**config.mk**
```make
export PLATFORM = sky130hd
export DESIGN_NAME = sram_port_arbiter
export DESIGN_NICKNAME = d
export VERILOG_FILES = /design/src/rtl/sram_arb_pkg.sv /design/src/rtl/sram_rr_arb2.sv /design/src/rtl/sram_port_arbiter.sv
export SDC_FILE = /design/constraint.sdc
export NUM_CORES = 1
export LEC_CHECK = 0
export CAP_MARGIN = 5
export CORE_ASPECT_RATIO = 1.75
export CORE_MARGIN = 2
export CORE_UTILIZATION = 30
export CTS_CLUSTER_DIAMETER = 120
export DETAILED_ROUTE_END_ITERATION = 16
export SETUP_SLACK_MARGIN = 0.4
export SLEW_MARGIN = 0
export SYNTH_ARGS = -nofsm -noshare
export SYNTH_HDL_FRONTEND = slang
export SYNTH_SLANG_ARGS = --single-unit
```
**constraint.sdc**
```tcl
create_clock -name I_HCLK -period 2.9 [get_ports I_HCLK]
set_input_delay 0.435 -clock I_HCLK [delete_from_list [all_inputs] [get_ports I_HCLK]]
set_output_delay 0.435 -clock I_HCLK [all_outputs]
set_load 0.02 [all_outputs]
```
**src/rtl/sram_arb_pkg.sv**
```systemverilog
// Shared definitions for the two-port SRAM arbiter: FSM states, port indices and
// the all-ones byte-enable pattern.
package sram_arb_pkg;

    typedef enum logic [0:0] {
        ST_ARB = 1'b0,
        ST_RMW = 1'b1
    } arb_state_e;

    localparam int unsigned P0 = 0;
    localparam int unsigned P1 = 1;

    // Sliced to DW/8 bits at the use site.
    localparam logic [63:0] BE_FULL = '1;

endpackage

```
**src/rtl/sram_rr_arb2.sv**
```systemverilog
// Two-way arbiter: round-robin or fixed priority, with a lock window that lets the
// last owner keep the SRAM for at most MAX_HOLD consecutive contended accepts.
module sram_rr_arb2
    import sram_arb_pkg::*;
#(
    parameter int unsigned FIXED_PRIO = 0,
    parameter int unsigned MAX_HOLD   = 8
) (
    input  logic       clk_i,
    input  logic       rst_ni,
    input  logic [1:0] req_i,
    input  logic [1:0] lock_i,
    input  logic [1:0] accept_i,
    input  logic       enable_i,
    output logic [1:0] gnt_o,
    output logic       owner_o
);

    localparam int unsigned HW = $clog2(MAX_HOLD + 1);

    logic          last_q, last_d;
    logic          lock_q, lock_d;
    logic [HW-1:0] hold_q, hold_d;
    logic          window;
    logic          pick;
    logic          acc_port;

    always_comb begin
        window = lock_q & req_i[last_q];
        if (req_i[P0] & req_i[P1]) begin
            if (window) begin
                pick = (hold_q >= HW'(MAX_HOLD)) ? ~last_q : last_q;
            end else if (FIXED_PRIO != 0) begin
                pick = 1'b0;
            end else begin
                pick = ~last_q;
            end
        end else begin
            pick = req_i[P1];
        end
        gnt_o = '0;
        if (enable_i && (req_i != 2'b00)) begin
            gnt_o[pick] = 1'b1;
        end
    end

    // The hold count includes the accept that made a port owner, so a locked port
    // gets exactly MAX_HOLD contended grants before the other side is served.
    always_comb begin
        last_d   = last_q;
        lock_d   = lock_q;
        hold_d   = hold_q;
        acc_port = accept_i[P1];
        if (accept_i != 2'b00) begin
            last_d = acc_port;
            lock_d = lock_i[acc_port];
            if (!req_i[~acc_port]) begin
                hold_d = '0;
            end else if (acc_port != last_q) begin
                hold_d = HW'(1);
            end else if (hold_q != HW'(MAX_HOLD)) begin
                hold_d = hold_q + HW'(1);
            end
        end else if (!req_i[~last_q]) begin
            hold_d = '0;
        end
    end

    always_ff @(posedge clk_i) begin
        if (!rst_ni) begin
            last_q <= 1'b1;
            lock_q <= 1'b0;
            hold_q <= '0;
        end else begin
            last_q <= last_d;
            lock_q <= lock_d;
            hold_q <= hold_d;
        end
    end

    assign owner_o = last_q;

endmodule

```
**src/rtl/sram_port_arbiter.sv**
```systemverilog
// Shares one single-port synchronous SRAM between two masters; partial-byte writes
// become a read cycle followed by a merged write-back cycle.
module sram_port_arbiter
    import sram_arb_pkg::*;
#(
    parameter int unsigned AW         = 10,
    parameter int unsigned DW         = 32,
    parameter int unsigned FIXED_PRIO = 0,
    parameter int unsigned MAX_HOLD   = 8
) (
    input  logic            I_HCLK,
    input  logic            I_HRESETn,
    input  logic            I_REQ0,
    input  logic            I_WR0,
    input  logic [AW-1:0]   I_ADDR0,
    input  logic [DW-1:0]   I_WDATA0,
    input  logic [DW/8-1:0] I_BE0,
    input  logic            I_LOCK0,
    input  logic            I_REQ1,
    input  logic            I_WR1,
    input  logic [AW-1:0]   I_ADDR1,
    input  logic [DW-1:0]   I_WDATA1,
    input  logic [DW/8-1:0] I_BE1,
    input  logic            I_LOCK1,
    output logic            O_GNT0,
    output logic            O_GNT1,
    output logic            O_RVALID0,
    output logic            O_RVALID1,
    output logic [DW-1:0]   O_RDATA,
    output logic [AW-1:0]   O_MADDR,
    output logic [DW-1:0]   O_MWDATA,
    output logic            O_MWREN,
    input  logic [DW-1:0]   I_MRDATA
);

    localparam int unsigned BW = DW / 8;

    arb_state_e    state_q, state_d;
    logic [AW-1:0] addr_q, addr_d;
    logic [DW-1:0] wdata_q, wdata_d;
    logic [BW-1:0] be_q, be_d;
    logic          rd_vld_q, rd_vld_d;

    logic [1:0]    req, lock, gnt, accept;
    logic          owner, enable;
    logic          sel_wr, be_full, be_none;
    logic [AW-1:0] sel_addr;
    logic [DW-1:0] sel_wdata;
    logic [BW-1:0] sel_be;

    assign req    = {I_REQ1, I_REQ0};
    assign lock   = {I_LOCK1, I_LOCK0};
    assign enable = I_HRESETn & (state_q == ST_ARB);
    assign accept = req & gnt;

    sram_rr_arb2 #(
        .FIXED_PRIO(FIXED_PRIO),
        .MAX_HOLD  (MAX_HOLD)
    ) u_arb (
        .clk_i   (I_HCLK),
        .rst_ni  (I_HRESETn),
        .req_i   (req),
        .lock_i  (lock),
        .accept_i(accept),
        .enable_i(enable),
        .gnt_o   (gnt),
        .owner_o (owner)
    );

    always_comb begin
        sel_wr    = gnt[P1] ? I_WR1    : I_WR0;
        sel_addr  = gnt[P1] ? I_ADDR1  : I_ADDR0;
        sel_wdata = gnt[P1] ? I_WDATA1 : I_WDATA0;
        sel_be    = gnt[P1] ? I_BE1    : I_BE0;
        be_full   = (sel_be == BE_FULL[BW-1:0]);
        be_none   = (sel_be == '0);
    end

    always_comb begin
        state_d  = state_q;
        addr_d   = addr_q;
        wdata_d  = wdata_q;
        be_d     = be_q;
        rd_vld_d = 1'b0;
        O_MADDR  = '0;
        O_MWDATA = '0;
        O_MWREN  = 1'b0;
        if (state_q == ST_RMW) begin
            O_MADDR = addr_q;
            O_MWREN = 1'b1;
            for (int unsigned b = 0; b < BW; b++) begin
                O_MWDATA[b*8 +: 8] = be_q[b] ? wdata_q[b*8 +: 8] : I_MRDATA[b*8 +: 8];
            end
            state_d = ST_ARB;
        end else if (accept != 2'b00) begin
            if (!sel_wr) begin
                O_MADDR  = sel_addr;
                rd_vld_d = 1'b1;
            end else if (be_full) begin
                O_MADDR  = sel_addr;
                O_MWDATA = sel_wdata;
                O_MWREN  = 1'b1;
            end else if (!be_none) begin
                // Fetch the old word now; the merge happens in the RMW cycle.
                O_MADDR = sel_addr;
                addr_d  = sel_addr;
                wdata_d = sel_wdata;
                be_d    = sel_be;
                state_d = ST_RMW;
            end
        end
        if (!I_HRESETn) begin
            O_MADDR  = '0;
            O_MWDATA = '0;
            O_MWREN  = 1'b0;
        end
    end

    always_ff @(posedge I_HCLK) begin
        if (!I_HRESETn) begin
            state_q  <= ST_ARB;
            addr_q   <= '0;
            wdata_q  <= '0;
            be_q     <= '0;
            rd_vld_q <= 1'b0;
        end else begin
            state_q  <= state_d;
            addr_q   <= addr_d;
            wdata_q  <= wdata_d;
            be_q     <= be_d;
            rd_vld_q <= rd_vld_d;
        end
    end

    // A read accept always makes its port the owner, so the owner one cycle later
    // tells which port the returning data belongs to.
    assign O_GNT0    = gnt[P0];
    assign O_GNT1    = gnt[P1];
    assign O_RVALID0 = rd_vld_q & ~owner;
    assign O_RVALID1 = rd_vld_q & owner;
    assign O_RDATA   = I_MRDATA;

endmodule

```
-- Yosys cells after proc, flatten, opt, wreduce, memory -nomap -nowiden
Index checks and enable logic that the tools add are counted.
- bits of input ports: 132
- bits in registers: 54
- output and inout bits: 79
- ROM bits: 0
- memories: 0
- bits in latches: 0
- bits in writable memories: 0
- mux-type cells: 45
- multiply operators: 0
- order comparisons: 7
- bitwise operators: 14
- reductions and logical operators: 9
- shift operators: 0
- $add $sub $neg: 1
- div/mod/pow operators: 0
- equality and inequality tests: 5
- operator list (operator ; count):
    $mux W32 ; 6
    $mux W10 ; 7
    $mux W8 ; 4
    $mux W4 ; 6
    $mux W1 ; 20
    $lt A1 B2 Y1 const B ; 5
    $ne A4 B4 Y1 const B ; 2
    $not A1 Y1 ; 8
    $and A1 B1 Y1 ; 5
    $reduce_and A5 Y1 ; 1
    $reduce_or A5 Y1 ; 1
    $add A4 B1 Y4 const B ; 1
    $eq A4 B4 Y1 const B ; 1
    $ge A4 B4 Y1 const B ; 1
    $logic_not A4 Y1 ; 1
    $reduce_bool A2 Y1 ; 2
    $reduce_or A3 Y1 ; 1
    $and A2 B2 Y2 ; 1
    $logic_and A1 B1 Y1 ; 2
    $mux W2 ; 1
    $ne A2 B2 Y1 const B ; 1
    $reduce_and A2 Y1 ; 1
    $demux W1 S1 ; 1
    $ge A1 B1 Y1 const B ; 1
    $ne A1 B1 Y1 ; 1

-- Depth between registers and ports, before layout
Gate-level depths: netlist of run 1.
- word-level depth: 18
- depth in mapped cells: 9

-- Modules after synthesis
From an unflattened synthesis of run 1, not the netlist that was laid out.
- cells, all modules: 466
- area, all modules: 4157.7 um2
- modules (own cells, without submodules) (module ; area each (um2) ; instances ; cells each):
    sram_port_arbiter ; 3718.6 ; 1 ; 414
    sram_rr_arb2 ; 439.2 ; 1 ; 52

-- Worst setup path before layout of run 1
Ideal clock, no wire load.
- path type: input to output
- start: input port I_REQ1
- end: output port O_MADDR[0]
- stages on the path: 8
- setup slack: 293 ps
- arrival time: 2172 ps
- data required time: 2465 ps
- cell sequence: nor2b_1 o2111ai_1 buf_2 inv_1 buf_2 buf_2 mux2i_1 o21ai_0
- longest elaborated chain between the ends: 18
- elaborated cells on any way between the ends: 27
- those cells by class: order compare (2); eq/ne (1); mux (16); bitwise (3); reduce/logical (5)
- ends and longest elaborated chain (item ; line ; source):
    start: declaration ; sram_port_arbiter.sv:19 ; input logic I_REQ1,
    $mux W1 (not written as such) (2 in series) ; sram_rr_arb2.sv:29 ; window = lock_q & req_i[last_q];
    $and A1 B1 Y1 ; sram_rr_arb2.sv:29 ;
    $mux W1 ; sram_rr_arb2.sv:31 ; if (window) begin
    $mux W1 ; sram_rr_arb2.sv:30 ; if (req_i[P0] & req_i[P1]) begin
    $lt A1 B2 Y1 (not written as such) or $ge A1 B1 Y1 (tied branches) ; sram_rr_arb2.sv:43 ; gnt_o[pick] = 1'b1;
    $logic_and A1 B1 Y1 (not written as such) ; sram_rr_arb2.sv:43 ;
    $mux W1 (not written as such) ; sram_rr_arb2.sv:43 ;
    $demux W1 S1 ; -- ;
    [... 1 more ...] ; -- ;
    named net O_GNT1 ; sram_port_arbiter.sv:26 ; output logic O_GNT1,
    $mux W4 ; sram_port_arbiter.sv:74 ; sel_be = gnt[P1] ? I_BE1 : I_BE0;
    $logic_not A4 Y1 ; sram_port_arbiter.sv:76 ; be_none = (sel_be == '0);
    $mux W10 ; sram_port_arbiter.sv:103 ; end else if (!be_none) begin
    $mux W10 ; sram_port_arbiter.sv:99 ; end else if (be_full) begin
    $mux W10 ; sram_port_arbiter.sv:96 ; if (!sel_wr) begin
    $mux W10 (*) ; sram_port_arbiter.sv:95 ; end else if (accept != 2'b00) begin
    $mux W10 (*) ; sram_port_arbiter.sv:88 ; if (state_q == ST_RMW) begin
    $mux W10 (*) ; sram_port_arbiter.sv:112 ; if (!I_HRESETn) begin
    end: declaration ; sram_port_arbiter.sv:30 ; output logic [AW-1:0] O_MADDR,
The timed path passes the listed nets; every way through them passes the cells marked *. The select of a mux whose other input is x is not followed.

-- Worst setup path after layout of run 1
- start: register u_arb.hold_q[3]
- end: output port O_MWDATA[20]
- longest elaborated chain between the ends: 16
- elaborated cells on any way between the ends: 21
- those cells by class: order compare (3); eq/ne (1); mux (14); bitwise (1); reduce/logical (2)
- ends and longest elaborated chain (item ; line ; source):
    start: declaration ; sram_rr_arb2.sv:23 ; logic [HW-1:0] hold_q, hold_d;
    start signal: assignment ; sram_rr_arb2.sv:77 ; hold_q <= hold_d;
    $ge A4 B4 Y1 (*) ; sram_rr_arb2.sv:32 ; pick = (hold_q >= HW'(MAX_HOLD)) ? ~last_q : last_q;
    $mux W1 (*) ; sram_rr_arb2.sv:32 ;
    $mux W1 (*) ; sram_rr_arb2.sv:31 ;
    $mux W1 (*) ; sram_rr_arb2.sv:30 ;
    $lt A1 B2 Y1 (not written as such) or $ge A1 B1 Y1 (tied branches) ; sram_rr_arb2.sv:43 ;
    $logic_and A1 B1 Y1 (not written as such) ; sram_rr_arb2.sv:43 ;
    $mux W1 (not written as such) ; sram_rr_arb2.sv:43 ;
    $demux W1 S1 (*) ; -- ;
    $mux W2 (*) ; sram_rr_arb2.sv:42 ; if (enable_i && (req_i != 2'b00)) begin
    $mux W4 ; sram_port_arbiter.sv:74 ;
    $eq A4 B4 Y1 ; sram_port_arbiter.sv:75 ; be_full = (sel_be == BE_FULL[BW-1:0]);
    $mux W32 ; sram_port_arbiter.sv:99 ;
    $mux W32 ; sram_port_arbiter.sv:96 ;
    $mux W32 (*) ; sram_port_arbiter.sv:95 ;
    $mux W32 (*) ; sram_port_arbiter.sv:88 ;
    $mux W32 (*) ; sram_port_arbiter.sv:112 ;
    end: declaration ; sram_port_arbiter.sv:31 ; output logic [DW-1:0] O_MWDATA,
Mark *: on every way between the ends. The rest lies on a longest branch, timed or not.

==> results of run 1 <==
## kinds of logic after synthesis
family                   after synthesis
buffers and inverters                 99
flip-flops                            54
AND/OR/NAND/NOR                      281
multiplexers                          43
AO/OA/AOI/OAI                        135
adder cells (fa/ha/maj)                2
## routing by layer
| metal | GRT usage | wire length [um] | up-vias |
|---|---|---|---|
| met4 | 0.106 | 772 | 0 |
| met3 | 0.0292 | 1090 | 46 |
| met2 | 0.427 | 10300 | 259 |
| li1 | - | - | 2548 |
| met5 | 0 | 0 | - |
| met1 | 0.277 | 7050 | 2568 |
## metrics by stage
step | hold slack [ns] | worst slack [ns] | instances | TNS [ns] | util
5_1_grt | 0.532 | 0.151 | 986 | 0 | 0.503
6_report | 0.495 | 0.230 | 986 | 0 | 0.503
3_3_place_gp | 0.483 | -0.381 | 959 | -27.35 | 0.471
2_1_floorplan | 0.445 | 0.441 | 614 | 0 | -
4_1_cts | 0.495 | 0.283 | 985 | 0 | 0.497
3_5_place_dp | 0.502 | -0.398 | 959 | -27.65 | 0.471
## cell usage in the layout (no fill, tap or decap), types with 11 or more instances in the layout
cell,synthesis,layout
clkdlybuf4s50_1,0,152
nor2_1,91,90
nor3_1,85,85
nand2_1,79,78
buf_4,34,64
dfxtp_1,54,51
o221a_1,46,46
mux2i_1,43,42
o21a_1,32,32
a21oi_1,33,31
buf_2,5,14
buf_6,3,13
buf_12,0,11
## worst max-delay path, stage by stage, from the launching register on
cell and delay (ns):
dfxtp_2 0.36, and2b_1 0.23, o2111ai_4 0.26, buf_6 0.14, mux2i_4 0.27, buf_12 0.14, buf_12 0.13, a21oi_1 0.04
o21a_1 0.19, buf_4 0.16
## what timing repair did
action,in CTS,in global routing
setup buffers,13,0
gates cloned,5,1
hold endpoints to repair,0,0
pin swaps,13,3
setup endpoints to repair,92,92
gates resized for setup,249,21
## registers in the layout, summed over array words and instances (netlist names)
| signal | flops |
|---|---|
| rd_vld_q | 1 |
| addr_q | 10 |
| u_arb.hold_q | 4 |
| be_q | 4 |
| u_arb.lock_q | 1 |
| wdata_q | 32 |
| u_arb.owner_o | 1 |
| state_q | 1 |
## power by group through the flow
stage / Sequential (mW) / Clock, mW / Combinational, mW
6_report: 0.858 / 0.631 / 0.986
3_3_place_gp: 0.870 / 0 / 0.892
3_5_place_dp: 0.871 / 0 / 0.903
4_1_cts: 0.857 / 0.644 / 0.965
2_1_floorplan: 0.841 / 0 / 0.488
5_1_grt: 0.865 / 0.670 / 1.06
## cell type report
cell class,instances,area (um2)
Clock buffer,7,143
Clock inverter,1,5.00
Fill cell,1380,7150
Inverter,7,31.3
Multi-Input combinational cell,461,2960
Sequential cell,54,1080
Tap cell,180,225
Timing Repair Buffer,276,2780
## path summary, 6_finish.rpt
check	depth (start not counted)	to	startpoint
max	9	O_MWDATA[20]	u_arb.hold_q[3]$_SDFFE_PN0P_
max reg2reg	10	addr_q[4]$_SDFFE_PN0P_	u_arb.hold_q[3]$_SDFFE_PN0P_
min reg2reg	2	u_arb.hold_q[3]$_SDFFE_PN0P_	u_arb.hold_q[3]$_SDFFE_PN0P_
min	2	u_arb.hold_q[3]$_SDFFE_PN0P_	u_arb.hold_q[3]$_SDFFE_PN0P_
==> results.json, run 1 <==
{
  "slew_violations": 0,
  "drive_above_1_share": 0.181,
  "cts_buffers": 5,
  "start_util": 0.307,
  "syn2layout_area_growth_pct": 63.5,
  "synth.avg_cell_area_um2": 7.20,
  "cap_violations": 0,
  "num_rows": 58,
  "synth_compound_gate_area_share": 0.248,
  "yosys.area.top_type": "dfxtp_1",
  "fin_crit_sh": 0.921,
  "power_mw": 2.48,
  "port_buffers": 210,
  "async_flop_share": 0,
  "slew_headroom": 0.608,
  "swShare": 0.327,
  "drt-initial-drc-count": 318,
  "hold_class": "reg2reg",
  "ys_warn_count": 0,
  "hpwl_um": 12500,
  "die_h_um": 165,
  "synth-edff-count": 0,
  "place_area_mm2": 0.00676,
  "cts_max_path_buffers": 2,
  "grt_max_degree": 46,
  "synth_flop_cell": "dfxtp_1",
  "dieArea_mm2": 0.0158,
  "status": "finished clean",
  "switchingPower_mw": 0.809,
  "required_ns": 2.47,
  "wirelength_um": 19200,
  "grt_setup_unrepaired": "true",
  "seq_area_frac_synth": 0.245,
  "powerDensity_mw_per_mm2": 343,
  "globalRouteOverflowTotal": 0,
  "cts_tree": "built",
  "synthXorXnorAreaFrac": 0,
  "synthCells": 614,
  "clock.fmax_mhz": 375,
  "p_clk_frac": 0.255,
  "place.gp.congestion": 0.867,
  "cts_hold_buf": 0,
  "die_w_um": 95.7,
  "finalHoldViolations": 0,
  "cts.sinks": 54,
  "ys_ff_latch": 54,
  "path_clk_slew_ns": 0.07,
  "n_antenna_cell": 0,
  "clock-root-buffer": "clkbuf_16",
  "synth_cell_types": 41,
  "r2r_slack_ns": 0.25,
  "grt_pass1_vias": 5449,
  "syn-num-nets": 748,
  "sequentialPowerShare": 0.347,
  "yosys-top-cells-count": "nor2_1 (91), nor3_1 (85), nand2_1 (79), dfxtp_1 (54), o221a_1 (46)",
  "synthAdderAreaFrac": 0.00566,
  "core_area_mm2": 0.0144,
  "via_per_inst": 5.50,
  "wire_per_inst_um": 19.5,
  "synth_top_area_frac": 0.245,
  "synthSimpleGateAreaFrac": 0.284,
  "cp.arrival_ns": 2.23,
  "vdd_ir_drop_max_uv": 223,
  "drt-pass1-iter-count": 5,
  "p_leak_nw": 2.81,
  "nNetsFinal": 939,
  "clkLatencyLatePin_ns": 0.29,
  "path_class": "reg2out",
  "synth_most_common_cell": "nor2_1",
  "comb_power_share": 0.398,
  "synthMuxAreaShare": 0.0974,
  "start_kind": "register",
  "synth_area_mm2": 0.00442,
  "fin_skew_ns": 0.00563,
  "ys_top_cells_by_area": "dfxtp_1 (24%), o221a_1 (12%), mux2i_1 (9.7%)",
  "endpoint_kind": "output port",
  "vias": 5421,
  "track_usage": 0.238,
  "min_period_ns": 2.67,
  "worstMarginPinSlew_ns": 0.586,
  "antenna_found_initial": 0,
  "finalSetupViolations": 0,
  "grt_pass1_wl_um": 29100,
  "ios": 211,
  "htreeDepth": 2,
  "synth_top_family_by_area": "simple AND/OR/NAND/NOR gates",
  "path_max_fanout": 15,
  "drc_errors": 0,
  "fin_area_mm2": 0.00722,
  "p_int_mw": 1.67,
  "ant_nets": 0
}
Note: power is estimated with default switching activity, not from simulation.
==> inputs of run 2 (changes only) <==
HOLD_SLACK_MARGIN = 0.08   (was unset)
==> results of run 2 <==
Final layout, timing and power as in run 1 (identical DEF).
==> inputs of run 3 (changes only) <==
CORE_UTILIZATION = 42   (was 30)
PLACE_DENSITY = 0.82   (was unset)
SKIP_LAST_GASP = 1   (was unset)
==> run 3 against run 2 <==
  * Maximum frequency is 2.6% lower
  * Die area down 28%
  * Non-clock buffer count increased by 4
  * Cell count down 5.0%
  * Clock skew grew 0.0041 ns
  * Clock power rose by 28%
  * Total power rose by 7.4%
==> results.json, run 3 (synthesis gave the netlist of run 1 again) <==
{
  "ant_nets": 0,
  "path_clk_slew_ns": 0.08,
  "hold_class": "reg2reg",
  "cts_max_path_buffers": 2,
  "finalSetupViolations": 0,
  "num_rows": 49,
  "drt-initial-drc-count": 452,
  "antenna_found_initial": 0,
  "die_h_um": 140,
  "syn2layout_area_growth_pct": 68.8,
  "track_usage": 0.306,
  "place.gp.congestion": 0.956,
  "post-place-cells": 910,
  "path_max_fanout": 6,
  "fin_ws_ns": 0.160,
  "start_kind": "register",
  "max_stage_delay_ns": 0.38,
  "fin_skew_ns": 0.00971,
  "vdd_ir_drop_max_uv": 330,
  "core_area_mm2": 0.0102,
  "clkLatencyLatePin_ns": 0.30,
  "via_per_inst": 6.00,
  "tns_ns": 0,
  "nNetsFinal": 943,
  "p_leak_nw": 2.87,
  "vias": 5622,
  "drc_errors": 0,
  "drive_above_1_share": 0.217,
  "powerDensity_mw_per_mm2": 356,
  "grt_pass1_vias": 5661,
  "cts_buffers": 5,
  "path_cells": "and2b_2 > o2111ai_4 > mux2i_4 > buf_12 > buf_12 > clkbuf_16 > a21oi_2 > o21a_1 > buf_6",
  "wire_per_inst_um": 19.9,
  "endpoint_kind": "output port",
  "crit_family": "buffers and inverters",
  "htreeDepth": 2,
  "cp_num_buf_inv": 4,
  "n_antenna_cell": 0,
  "finalHoldViolations": 0,
  "hold_start": "u_arb.hold_q[2]$_SDFFE_PN0P_",
  "pre_cts_slack_ns": -0.403,
  "clock.fmax_mhz": 365,
  "slew_violations": 0,
  "worstMarginPinSlew_ns": 0.569,
  "ios": 211,
  "path_class": "reg2out",
  "largest-register": "wdata_q",
  "cts.sinks": 54,
  "reg_top3": "wdata_q (32), addr_q (10)",
  "globalRouteOverflowTotal": 0,
  "cp.arrival_ns": 2.30,
  "cpMaxStageDelayCell": "dfxtp_4",
  "start_util": 0.432,
  "slew_headroom": 0.620,
  "grt_setup_unrepaired": "true",
  "fin_crit_sh": 0.945,
  "port_buffers": 210,
  "cts_tree": "built",
  "cap_violations": 0,
  "hpwl_um": 12300,
  "final_common_cell": "clkdlybuf4s50_1",
  "grt_max_degree": 53,
  "finalNonFillerCells": 937,
  "grt_pass1_wl_um": 27400,
  "post-route-util": 0.728,
  "r2r_slack_ns": 0.29,
  "dieArea_mm2": 0.0114,
  "path_common_cell": "buf_12",
  "largest_reg_flops": 32,
  "wirelength_um": 18600,
  "drt-pass1-iter-count": 5,
  "required_ns": 2.47,
  "die_w_um": 81.5,
  "critPathLaunch": "u_arb.hold_q[3]$_SDFFE_PN0P_",
  "cts_hold_buf": 0,
  "status": "finished clean",
  "min_period_ns": 2.74,
  "mostFrequentLayoutCells": "clkdlybuf4s50_1 (152), nor2_1 (90), nor3_1 (85)",
  "reg2reg_from": "u_arb.owner_o$_SDFFE_PN1N_",
  "clock-root-buffer": "clkbuf_16",
  "whs_ns": 0.500
}
## run 3: cell types whose count changed in the layout (fill, tap and decap cells not counted), moves of 4 or more
cell / change
buf_4: -19
a21oi_1: -19
buf_16: -4
o21ai_1: -9
buf_2: -9
buf_6: +32
o21ai_2: +8
a21oi_2: +17
## run 3: final timing paths
path | end | cells after the start
max | O_MWDATA[26] | 9
min | u_arb.hold_q[2]$_SDFFE_PN0P_ | 2
max reg2reg | wdata_q[3]$_SDFFE_PN0P_ | 9
min reg2reg | u_arb.hold_q[2]$_SDFFE_PN0P_ | 2
## run 3: power by group
| group | internal [mW] | total, mW | switching, mW |
|---|---|---|---|
| Combinational | 0.515 | 0.993 | 0.477 |
| Sequential | 0.801 | 0.859 | 0.0585 |
| Clock | 0.519 | 0.805 | 0.286 |
## run 3: timing repair
action,in CTS,in global routing
setup endpoints to repair,92,89
buffers inserted,8,5
gates resized for setup,269,69
pin swaps,17,24
gates cloned,3,3
## run 3: stage by stage
step / area [um2] / total power [mW]
after floorplan: 4420 / 1.33
after global placement: 6700 / 1.75
after detailed placement: 6700 / 1.77
after CTS: 7110 / 2.60
after global routing: 7460 / 2.76
final: 7460 / 2.66
## run 3: final cells by class
class	count	area (um2)
multi-input combinational	461	3070
timing repair buffer	280	2910
clock buffer	6	139
clock inverter	2	60.1
inverter	7	33.8
fill	725	2780
sequential	54	1090
tap	127	159
## run 3: metal layers
| layer | GRT usage | share of wire |
|---|---|---|
| met5 | 0 | 0 |
| met4 | 0.213 | 0.061 |
| met3 | 0.0454 | 0.070 |
| met2 | 0.522 | 0.52 |
| met1 | 0.333 | 0.35 |
## run 3: worst register-to-register path: cells and delay by family, from the launching register on
kind,cells,cell delay [ns]
simple gates,2,0.75
compound gates,3,0.72
flops,1,0.40
buf+inv,4,0.66
